### src/rtl/ex_muldiv_unit_pkg.sv
// Shared types for the RV32M iterative multiply/divide unit.
// Latency: none (types, constants and pure helper functions only).
// Backpressure: not applicable.
package ex_muldiv_unit_pkg;

  // Iteration count of the shift datapath for a 32-bit machine.
  localparam int MULDIV_ITERS = 32;

  // Encoding matches funct3 of the M-extension instructions.
  typedef enum logic [2:0] {
    MD_MUL    = 3'b000,
    MD_MULH   = 3'b001,
    MD_MULHSU = 3'b010,
    MD_MULHU  = 3'b011,
    MD_DIV    = 3'b100,
    MD_DIVU   = 3'b101,
    MD_REM    = 3'b110,
    MD_REMU   = 3'b111
  } muldiv_op_t;

  typedef enum logic [1:0] {
    MD_IDLE = 2'd0,
    MD_CALC = 2'd1,
    MD_FIX  = 2'd2,
    MD_DONE = 2'd3
  } md_state_t;

  // funct3[2] separates divide/remainder from multiply.
  function automatic logic op_is_div(input muldiv_op_t op);
    return op[2];
  endfunction

  // Remainder ops return the remainder, all other divides the quotient.
  function automatic logic op_is_rem(input muldiv_op_t op);
    return (op == MD_REM) || (op == MD_REMU);
  endfunction

  // MUL low word is signedness-independent, so it runs on raw unsigned operands.
  function automatic logic op_a_signed(input muldiv_op_t op);
    return (op == MD_MULH) || (op == MD_MULHSU) || (op == MD_DIV) || (op == MD_REM);
  endfunction

  function automatic logic op_b_signed(input muldiv_op_t op);
    return (op == MD_MULH) || (op == MD_DIV) || (op == MD_REM);
  endfunction

endpackage

### src/rtl/ex_muldiv_unit.sv
// Iterative RV32M multiply/divide: radix-2 shift-add multiply, restoring divide.
// Latency: 34 edges from the start-sampling edge to done (1 edge for div-by-zero / overflow).
// Backpressure: stall holds the front of the pipeline while busy; flush kills the op silently.
module ex_muldiv_unit
  import ex_muldiv_unit_pkg::*;
#(
  parameter int XLEN = 32
) (
  input  logic            clk,
  input  logic            rst_n,
  input  logic            flush,
  input  logic            start,
  input  muldiv_op_t      op,
  input  logic [XLEN-1:0] rs1_data,
  input  logic [XLEN-1:0] rs2_data,
  input  logic [4:0]      rd_idx,
  output logic            stall,
  output logic            done,
  output logic [XLEN-1:0] result,
  output logic [4:0]      rd_idx_out
);

  localparam int CNT_W = $clog2(XLEN) + 1;
  localparam logic [CNT_W-1:0] LAST_ITER = CNT_W'(XLEN - 1);
  localparam logic [XLEN-1:0]  SIGN_MIN  = {1'b1, {(XLEN-1){1'b0}}};
  localparam logic [XLEN-1:0]  ALL_ONES  = {XLEN{1'b1}};

  md_state_t        state_q, state_d;
  muldiv_op_t       op_q, op_d;
  logic [4:0]       rd_q, rd_d;
  logic [4:0]       rd_out_q, rd_out_d;
  logic [CNT_W-1:0] cnt_q, cnt_d;
  logic [XLEN-1:0]  opnd_q, opnd_d;   // multiplicand or divisor magnitude
  logic [XLEN-1:0]  hi_q, hi_d;       // product high half / partial remainder
  logic [XLEN-1:0]  lo_q, lo_d;       // multiplier -> product low / dividend -> quotient
  logic             sign_a_q, sign_a_d;
  logic             sign_b_q, sign_b_d;
  logic [XLEN-1:0]  result_q, result_d;
  logic             done_q, done_d;

  // Operand conditioning in IDLE: sign detection and magnitudes.
  logic            a_neg, b_neg;
  logic [XLEN-1:0] a_mag, b_mag;
  logic            div_by_zero, div_ovf;

  always_comb begin
    a_neg       = op_a_signed(op) & rs1_data[XLEN-1];
    b_neg       = op_b_signed(op) & rs2_data[XLEN-1];
    a_mag       = a_neg ? (~rs1_data + 1'b1) : rs1_data;
    b_mag       = b_neg ? (~rs2_data + 1'b1) : rs2_data;
    div_by_zero = op_is_div(op) && (rs2_data == '0);
    div_ovf     = ((op == MD_DIV) || (op == MD_REM)) &&
                  (rs1_data == SIGN_MIN) && (rs2_data == ALL_ONES);
  end

  // One iteration of the shared shift datapath (multiply or restoring divide).
  logic [XLEN:0]   mul_sum;
  logic [XLEN:0]   div_shift;
  logic            div_ge;
  logic [XLEN-1:0] div_sub;
  logic [XLEN-1:0] step_hi, step_lo;

  always_comb begin
    mul_sum   = {1'b0, hi_q} + (lo_q[0] ? {1'b0, opnd_q} : '0);
    div_shift = {hi_q, lo_q[XLEN-1]};
    div_ge    = (div_shift >= {1'b0, opnd_q});
    // True difference is below the divisor, so the low XLEN bits are exact.
    div_sub   = div_shift[XLEN-1:0] - opnd_q;
    if (op_is_div(op_q)) begin
      step_hi = div_ge ? div_sub : div_shift[XLEN-1:0];
      step_lo = {lo_q[XLEN-2:0], div_ge};
    end else begin
      step_hi = mul_sum[XLEN:1];
      step_lo = {mul_sum[0], lo_q[XLEN-1:1]};
    end
  end

  // Sign fix-up and final selection of the architectural result.
  logic [2*XLEN-1:0] prod_raw, prod_fix;
  logic [XLEN-1:0]   quo_fix, rem_fix;
  logic [XLEN-1:0]   fix_result;

  always_comb begin
    prod_raw = {hi_q, lo_q};
    prod_fix = (sign_a_q ^ sign_b_q) ? (~prod_raw + 1'b1) : prod_raw;
    quo_fix  = (sign_a_q ^ sign_b_q) ? (~lo_q + 1'b1) : lo_q;
    // Remainder takes the sign of the dividend.
    rem_fix  = sign_a_q ? (~hi_q + 1'b1) : hi_q;
    if (op_is_div(op_q)) begin
      fix_result = op_is_rem(op_q) ? rem_fix : quo_fix;
    end else if (op_q == MD_MUL) begin
      fix_result = prod_fix[XLEN-1:0];
    end else begin
      fix_result = prod_fix[2*XLEN-1:XLEN];
    end
  end

  // Next-state and next-register computation for the control FSM.
  always_comb begin
    state_d  = state_q;
    op_d     = op_q;
    rd_d     = rd_q;
    rd_out_d = rd_out_q;
    cnt_d    = cnt_q;
    opnd_d   = opnd_q;
    hi_d     = hi_q;
    lo_d     = lo_q;
    sign_a_d = sign_a_q;
    sign_b_d = sign_b_q;
    result_d = result_q;

    if (flush) begin
      state_d = MD_IDLE;
    end else begin
      unique case (state_q)
        MD_IDLE: begin
          if (start) begin
            op_d     = op;
            rd_d     = rd_idx;
            sign_a_d = a_neg;
            sign_b_d = b_neg;
            cnt_d    = '0;
            if (div_by_zero) begin
              result_d = op_is_rem(op) ? rs1_data : ALL_ONES;
              rd_out_d = rd_idx;
              state_d  = MD_DONE;
            end else if (div_ovf) begin
              result_d = op_is_rem(op) ? '0 : SIGN_MIN;
              rd_out_d = rd_idx;
              state_d  = MD_DONE;
            end else begin
              hi_d    = '0;
              opnd_d  = op_is_div(op) ? b_mag : a_mag;
              lo_d    = op_is_div(op) ? a_mag : b_mag;
              state_d = MD_CALC;
            end
          end
        end
        MD_CALC: begin
          hi_d  = step_hi;
          lo_d  = step_lo;
          cnt_d = cnt_q + 1'b1;
          if (cnt_q == LAST_ITER) begin
            state_d = MD_FIX;
          end
        end
        MD_FIX: begin
          result_d = fix_result;
          rd_out_d = rd_q;
          state_d  = MD_DONE;
        end
        MD_DONE: begin
          // A start still asserted for the retiring instruction is ignored here.
          state_d = MD_IDLE;
        end
        default: state_d = MD_IDLE;
      endcase
    end

    done_d = (state_d == MD_DONE);
  end

  // All FSM state, datapath and registered outputs.
  always_ff @(posedge clk or negedge rst_n) begin
    if (!rst_n) begin
      state_q  <= MD_IDLE;
      op_q     <= MD_MUL;
      rd_q     <= '0;
      rd_out_q <= '0;
      cnt_q    <= '0;
      opnd_q   <= '0;
      hi_q     <= '0;
      lo_q     <= '0;
      sign_a_q <= 1'b0;
      sign_b_q <= 1'b0;
      result_q <= '0;
      done_q   <= 1'b0;
    end else begin
      state_q  <= state_d;
      op_q     <= op_d;
      rd_q     <= rd_d;
      rd_out_q <= rd_out_d;
      cnt_q    <= cnt_d;
      opnd_q   <= opnd_d;
      hi_q     <= hi_d;
      lo_q     <= lo_d;
      sign_a_q <= sign_a_d;
      sign_b_q <= sign_b_d;
      result_q <= result_d;
      done_q   <= done_d;
    end
  end

  // Stall drops in DONE so the pipeline advances on the retiring edge.
  always_comb begin
    stall = ((state_q == MD_IDLE) && start && !flush) ||
            (state_q == MD_CALC) || (state_q == MD_FIX);
  end

  assign done       = done_q;
  assign result     = result_q;
  assign rd_idx_out = rd_out_q;

endmodule

### config.mk
export PLATFORM = sky130hd
export DESIGN_NAME = ex_muldiv_unit
export DESIGN_NICKNAME = d
export VERILOG_FILES = /design/src/rtl/ex_muldiv_unit_pkg.sv /design/src/rtl/ex_muldiv_unit.sv
export SDC_FILE = /design/constraint.sdc
export NUM_CORES = 1
export LEC_CHECK = 0
export CAP_MARGIN = 20
export CORE_UTILIZATION = 35
export DETAILED_ROUTE_END_ITERATION = 8
export PLACE_DENSITY_LB_ADDON = 0.2
export SYNTH_ARGS = -nofsm -noshare
export SYNTH_HDL_FRONTEND = slang
export SYNTH_SLANG_ARGS = --single-unit
### constraint.sdc
create_clock -name clk -period 9.9 [get_ports clk]
set_input_delay 0.99 -clock clk [delete_from_list [all_inputs] [get_ports clk]]
set_output_delay 0.99 -clock clk [all_outputs]
set_load 0.01 [all_outputs]
==> results of run 1 <==
==> layout by cell type, fill, tap and decap left out, types with 32 or more instances in the layout <==
cell type        count
nor2_1             236
nand2_1            218
a21oi_1            208
o21ai_0            190
dfrtp_1            151
clkdlybuf4s50_1    112
xnor2_1            104
xor2_1              86
ha_1                70
inv_1               60
mux2i_1             60
nor3_1              53
o31ai_1             33
nand3_1             32
==> flip-flops by register name, indices dropped and copies added (netlist names) <==
signal      flops
sign_a_q        1
lo_q           32
done            1
result         32
opnd_q         32
op_q            3
cnt_q           6
state_q         2
rd_q            5
hi_q           32
rd_idx_out      5
sign_b_q        1
==> kinds of logic (layout without fill, tap and decap cells) <==
| logic type | after synthesis | after routing | share of synthesized area (%) |
|---|---|---|---|
| simple gates | 714 | 714 | 21.5 |
| compound gates | 702 | 702 | 27.5 |
| xor+xnor | 192 | 192 | 10.7 |
| mux | 74 | 74 | 4.82 |
| flops | 152 | 152 | 24.2 |
| buf+inv | 210 | 234 | 5.50 |
| fa+ha+maj | 72 | 72 | 5.82 |
==> final cells by class <==
cell class | instances | share of cell area, %
Clock buffer | 17 | 2.39
Clock inverter | 15 | 0.885
Inverter | 63 | 1.33
Multi-Input combinational cell | 1754 | 62.4
Sequential cell | 152 | 21.4
Tap cell | 592 | 4.16
Timing Repair Buffer | 139 | 7.45
==> through the flow <==
stage	power [mW]	worst slack (ps)	util [%]	instances	instance area, sq um
2_1_floorplan	2.64	6220	-	2116	15700
3_3_place_gp	3.33	5060	39.0	2700	17200
6_report	4.07	5440	40.3	2732	17800
5_1_grt	4.33	5310	40.3	2732	17800
3_5_place_dp	3.35	5030	39.0	2700	17200
4_1_cts	4.03	5510	40.3	2732	17800
==> layer usage <==
| metal | share of wire, % | up-vias | global-route usage (%) | wire [microns] |
|---|---|---|---|---|
| met4 | 2.5 | 0 | 8.03 | 1560 |
| met5 | 0 | - | 0 | 0 |
| li1 | - | 7656 | - | - |
| met3 | 7.3 | 75 | 4.26 | 4530 |
| met1 | 46 | 7846 | 38.4 | 28800 |
| met2 | 44 | 661 | 41.0 | 27500 |
==> worst max path at each step <==
stage | endpoint | start
2_1_floorplan | opnd_q[29]$_DFFE_PN0P_ | rs1_data[16]
3_3_place_gp | opnd_q[16]$_DFFE_PN0P_ | rs1_data[15]
3_5_place_dp | opnd_q[16]$_DFFE_PN0P_ | rs1_data[14]
5_1_grt | opnd_q[16]$_DFFE_PN0P_ | rs1_data[15]
6_report | opnd_q[16]$_DFFE_PN0P_ | rs1_data[15]
4_1_cts | opnd_q[16]$_DFFE_PN0P_ | rs1_data[15]
==> tightest hold or removal path, cell delays in order (launching register included) <==
cell,delay [ps]
dfrtp_1,350
nand2_1,50
nand2_1,50
==> power by group through the flow <==
stage	sequential (mW)	combinational, mW	clock, mW
after floorplan	0.848	1.79	0
after global placement	1.02	2.31	0
after detailed placement	1.02	2.33	0
after CTS	1.01	2.34	0.681
after global routing	1.03	2.60	0.702
final	1.02	2.38	0.671
==> results.py, run 1 <==
metrics = {
    "yosys": {
        "syn_avg_cell_area_sq_um": 7.43,
        "syn_nets": 2264,
        "netlist.top_cell.by_area": "dfrtp_1",
        "ys_async_sr_fraction_pct": 100,
        "synth_flop_cell": "dfrtp_1",
        "synthDistinctLibCells": 87,
        "synth_top_cell_area_share_pct": 24.2,
        "synth-edff-count": 0,
        "synthTopCellsByArea": "dfrtp_1 24%, a21oi_1 6.6%, o21ai_0 6.0%",
        "synth_most_common_cell": "nor2_1",
        "synth_warnings": 0,
        "seq_area_frac_synth_pct": 24.2,
        "netlist_instances": 2116,
        "synth_area_sq_um": 15700,
        "synthTopCellsByCount": "237 x nor2_1, 218 x nand2_1, 208 x a21oi_1, 190 x o21ai_0, 152 x dfrtp_1",
        "synth_seq_cells": 152,
    },
    "clock_network": {
        "cts_root_buffer": "clkbuf_16",
        "clk_latency_ps": 470,
        "cts-resized-gates": 0,
        "cts_hold_buf": 0,
        "cts.sinks": 152,
        "cts_buffers": 17,
        "post-cts-setup-buffer-count": 0,
        "tritoncts": "built",
        "clk_pin_slew_ps": 70,
        "h-tree-depth": 4,
        "clock_path_buffers": 2,
    },
    "floorplan": {
        "initial_core_util_pct": 35.6,
        "die_h_microns": 214,
        "io_pins": 115,
        "die_x_microns": 214,
        "rows": 77,
        "core_area_sq_um": 44200,
        "dieArea_sq_um": 45800,
    },
    "layout": {
        "syn_to_final_growth_pct": 13.3,
        "nets": 2275,
        "antenna_cells": 0,
        "multiInputGateArea_sq_um": 11100,
        "seq_area_sq_um": 3800,
        "drive_gt1_share_pct": 5.23,
        "fillCellCount": 4616,
    },
    "setup_path": {
        "crit_chain": "clkdlybuf4s50_1 > or4_4 > or4_4 > or4_4 > o32ai_4 > inv_2 > o21a_1 > buf_4 > nand2_4 > mux2_2",
        "critPathMaxFanout": 55,
        "cp-start-kind": "primary input",
        "r2r_cells": 14,
        "critPathMostFrequentCell": "or4_4",
        "required_ps": 10240,
        "cpLargestDelayFamily": "simple AND/OR/NAND/NOR gates",
        "slowest_stage": "clkdlybuf4s50_1",
        "reg2reg_setup_slack_ps": 5530,
        "end_kind": "flip-flop",
        "critical_path_class": "in -> reg",
        "cp.depth": 10,
        "critPathBufInv": 3,
        "reg2reg_to": "hi_q[30]$_DFFE_PN0P_",
        "regToRegStartpoint": "lo_q[0]$_DFFE_PN0P_",
        "arrival_ps": 4800,
        "cpPeakStageDelay_ps": 540,
    },
    "hold_path": {
        "hp-class": "reg -> reg",
        "min_to": "rd_q[3]$_DFFE_PN0P_",
        "worstHoldStart": "rd_q[3]$_DFFE_PN0P_",
        "whs_path_depth": 2,
    },
    "sta": {
        "tightestPinTransition_ps": 1140,
        "fin_worst_hold_slack_ps": 479,
        "period_needed_ps": 4460,
        "finalMaxSlewViolations": 0,
        "finalHoldViolCount": 0,
        "fmax_ghz": 0.224,
        "fin_skew_ps": 12.7,
        "setup_viol": 0,
        "rsz0062_at_grt": "no",
        "setup-tns-final_ps": 0,
        "slew_headroom_pct": 24.1,
        "period_share_pct": 45.0,
    },
    "global_routing": {
        "grt_usage_pct": 26.8,
        "grt_pass1_vias": 14812,
        "grt_pass1_wl_mm": 93.9,
        "overflow": 0,
        "antenna_found_initial": 0,
        "grt_max_degree": 86,
    },
    "route": {
        "post-route-drc-count": 0,
        "wirelength_mm": 62.4,
        "initialDrtViolationCount": 1812,
        "via_per_inst": 5.94,
        "drt_first_pass_iters": 6,
        "final_antenna_net_count": 0,
        "vias": 16238,
        "avgRoutedWirePerCell_microns": 22.9,
    },
    "power": {
        "peakVddDrop_mv": 0.133,
        "switchingPower_mw": 2.09,
        "p_int_mw": 1.98,
        "p_sw_share_pct": 51.3,
        "power_frac_clock_pct": 16.5,
        "power_density_nw_per_um2": 229,
        "power_frac_comb_pct": 58.5,
        "seqPwrFrac_pct": 25.0,
        "leakage_nw": 7.26,
    },
    "place": {
        "io_buffers": 114,
        "gp_congestion": 0.953,
        "place_hpwl_mm": 48.4,
    },
    "run_status": {
        "status": "finished clean",
    },
    "flow_run": {
        "max-cap-violations": 0,
    },
}
No activity file was read; power rests on OpenSTA's default activity.
==> run 2: changes to the inputs <==
==> constraint.sdc (replaced) <==
create_clock -name clk -period 3.7 [get_ports clk]
set_input_delay 0.37 -clock clk [delete_from_list [all_inputs] [get_ports clk]]
set_output_delay 0.37 -clock clk [all_outputs]
set_load 0.01 [all_outputs]
==> results.py, run 2 (synthesis gave the netlist of run 1 again) <==
metrics = {
    "setup_path": {
        "critPathBufInv": 2,
        "crit_chain": "inv_1 > buf_12 > nor2_1 > ha_1 > a21o_1 > a21o_1 > a211o_1 > a221o_1 > a21oi_1 > o21ai_0 > a31oi_1 > o211ai_1 > a32o_1",
        "cp-start-kind": "flip-flop",
        "slowest_stage": "a221o_1",
        "end_kind": "flip-flop",
        "critPathMostFrequentCell": "a21o_1",
        "required_ps": 4040,
        "arrival_ps": 3860,
        "cpPeakStageDelay_ps": 420,
        "cpLargestDelayFamily": "compound AO/OA/AOI/OAI gates",
        "critical_path_class": "reg -> reg",
        "critPathMaxFanout": 26,
    },
    "sta": {
        "fin_skew_ps": 17.8,
        "setup_viol": 0,
        "period_needed_ps": 3520,
        "slew_headroom_pct": 23.3,
        "rsz0062_at_grt": "no",
        "setup_ws_ps": 177,
        "fmax_ghz": 0.284,
        "fin_worst_hold_slack_ps": -22.7,
        "finalHoldViolCount": 6,
        "tightestPinTransition_ps": 1150,
        "period_share_pct": 95.2,
        "finalMaxSlewViolations": 0,
    },
    "place": {
        "gp_congestion": 0.968,
        "io_buffers": 114,
        "place_ws_ps": -49.6,
        "place_area_sq_um": 18000,
        "place_hpwl_mm": 50.1,
    },
    "floorplan": {
        "initial_core_util_pct": 35.6,
        "rows": 77,
        "dieArea_sq_um": 45800,
        "core_area_sq_um": 44200,
        "io_pins": 115,
        "die_h_microns": 214,
        "die_x_microns": 214,
    },
    "global_routing": {
        "antenna_found_initial": 0,
        "grt_pass1_vias": 15260,
        "grt_usage_pct": 27.1,
        "grt_max_degree": 90,
        "grt_pass1_wl_mm": 95.6,
        "overflow": 0,
    },
    "layout": {
        "antenna_cells": 0,
        "nets": 2365,
        "fin_area_sq_um": 18500,
        "layout_common_cells": "237 x nor2_1, 218 x nand2_1, 208 x a21oi_1",
        "final_util_pct": 41.8,
        "syn_to_final_growth_pct": 17.7,
        "final_common_cell": "nor2_1",
        "drive_gt1_share_pct": 8.84,
    },
    "route": {
        "vias": 16531,
        "post-route-drc-count": 0,
        "drt_first_pass_iters": 8,
        "via_per_inst": 5.86,
        "avgRoutedWirePerCell_microns": 22.4,
        "wirelength_mm": 63.2,
        "final_antenna_net_count": 0,
        "initialDrtViolationCount": 1812,
    },
    "power": {
        "peakVddDrop_mv": 0.385,
        "power_density_nw_per_um2": 598,
        "leakage_nw": 7.70,
    },
    "clock_network": {
        "cts_buffers": 17,
        "clk_latency_ps": 450,
        "cts.sinks": 152,
        "cts_root_buffer": "clkbuf_16",
        "h-tree-depth": 4,
        "cts_hold_buf": 0,
        "tritoncts": "built",
        "clock_path_buffers": 2,
        "clk_pin_slew_ps": 70,
    },
    "run_status": {
        "status": "complete, but fails checks",
        "violations": "hold timing",
    },
    "hold_path": {
        "hp-class": "in -> async",
    },
    "flow_run": {
        "max-cap-violations": 0,
    },
}
[run 2: cell count changes in the layout (fill, tap and decap cells not counted), sizes merged]
cell,before,now
buf,27,117
inv,69,61
clkbuf,17,20
clkinvlp,3,5
bufinv,0,1
clkinv,6,7
[run 2: through the flow]
step                      std cells  hold WS, ps  power (mW)  setup TNS [ps]
after global placement         2790          461        9.19               0
after CTS                      2821         35.6        11.0               0
after floorplan                2116         74.4        7.05               0
final                          2821        -22.7        11.1               0
after detailed placement       2790          463        9.23           -49.6
after global routing           2821         48.1        11.8               0
[run 2: area by class of cell]
class | count | area (sq um)
inverter | 63 | 238
clock buffer | 20 | 437
tap | 592 | 741
sequential | 152 | 3800
timing repair buffer | 229 | 2070
fill | 4510 | 25700
multi-input combinational | 1754 | 11100
clock inverter | 11 | 104
[run 2: routing by layer]
| layer | GRT usage, % | up-vias | wire (microns) |
|---|---|---|---|
| li1 | - | 7839 | - |
| met1 | 39.8 | 7988 | 29400 |
| met2 | 41.1 | 637 | 27800 |
| met3 | 3.50 | 67 | 4430 |
| met4 | 8.01 | 0 | 1530 |
| met5 | 0 | - | 0 |
[run 2: final timing paths]
check                                    start                   endpoint  slack, ps  cells past startpoint
min                                      rst_n  rd_idx_out[1]$_DFFE_PN0P_        -20                      1
max in group asynchronous                rst_n        op_q[2]$_DFFE_PN0P_       2680                      2
min in group clk           rd_q[1]$_DFFE_PN0P_        rd_q[1]$_DFFE_PN0P_        470                      2
max reg2reg                lo_q[0]$_DFFE_PN0P_       hi_q[31]$_DFFE_PN0P_        180                     13
min reg2reg                rd_q[1]$_DFFE_PN0P_        rd_q[1]$_DFFE_PN0P_        470                      2
max                        lo_q[0]$_DFFE_PN0P_       hi_q[31]$_DFFE_PN0P_        180                     13
[run 2: worst register-to-register path: stages, from the launching register on]
cell and delay (ps):
dfrtp_1 400, inv_1 100, buf_12 180, nor2_1 100, ha_1 300, a21o_1 190, a21o_1 170, a211o_1 310
a221o_1 420, a21oi_1 280, o21ai_0 240, a31oi_1 240, o211ai_1 200, a32o_1 300
[run 2: power by group]
group	total, mW	switching [mW]	internal (mW)
registers	2.59	0.614	1.98
clock network	1.69	0.769	0.921
logic	6.78	4.08	2.70
[run 2: repair_timing]
item | in CTS | in global routing
resized for setup | 0 | 2
setup endpoints to repair | 0 | 4
buffers inserted | 0 | 0
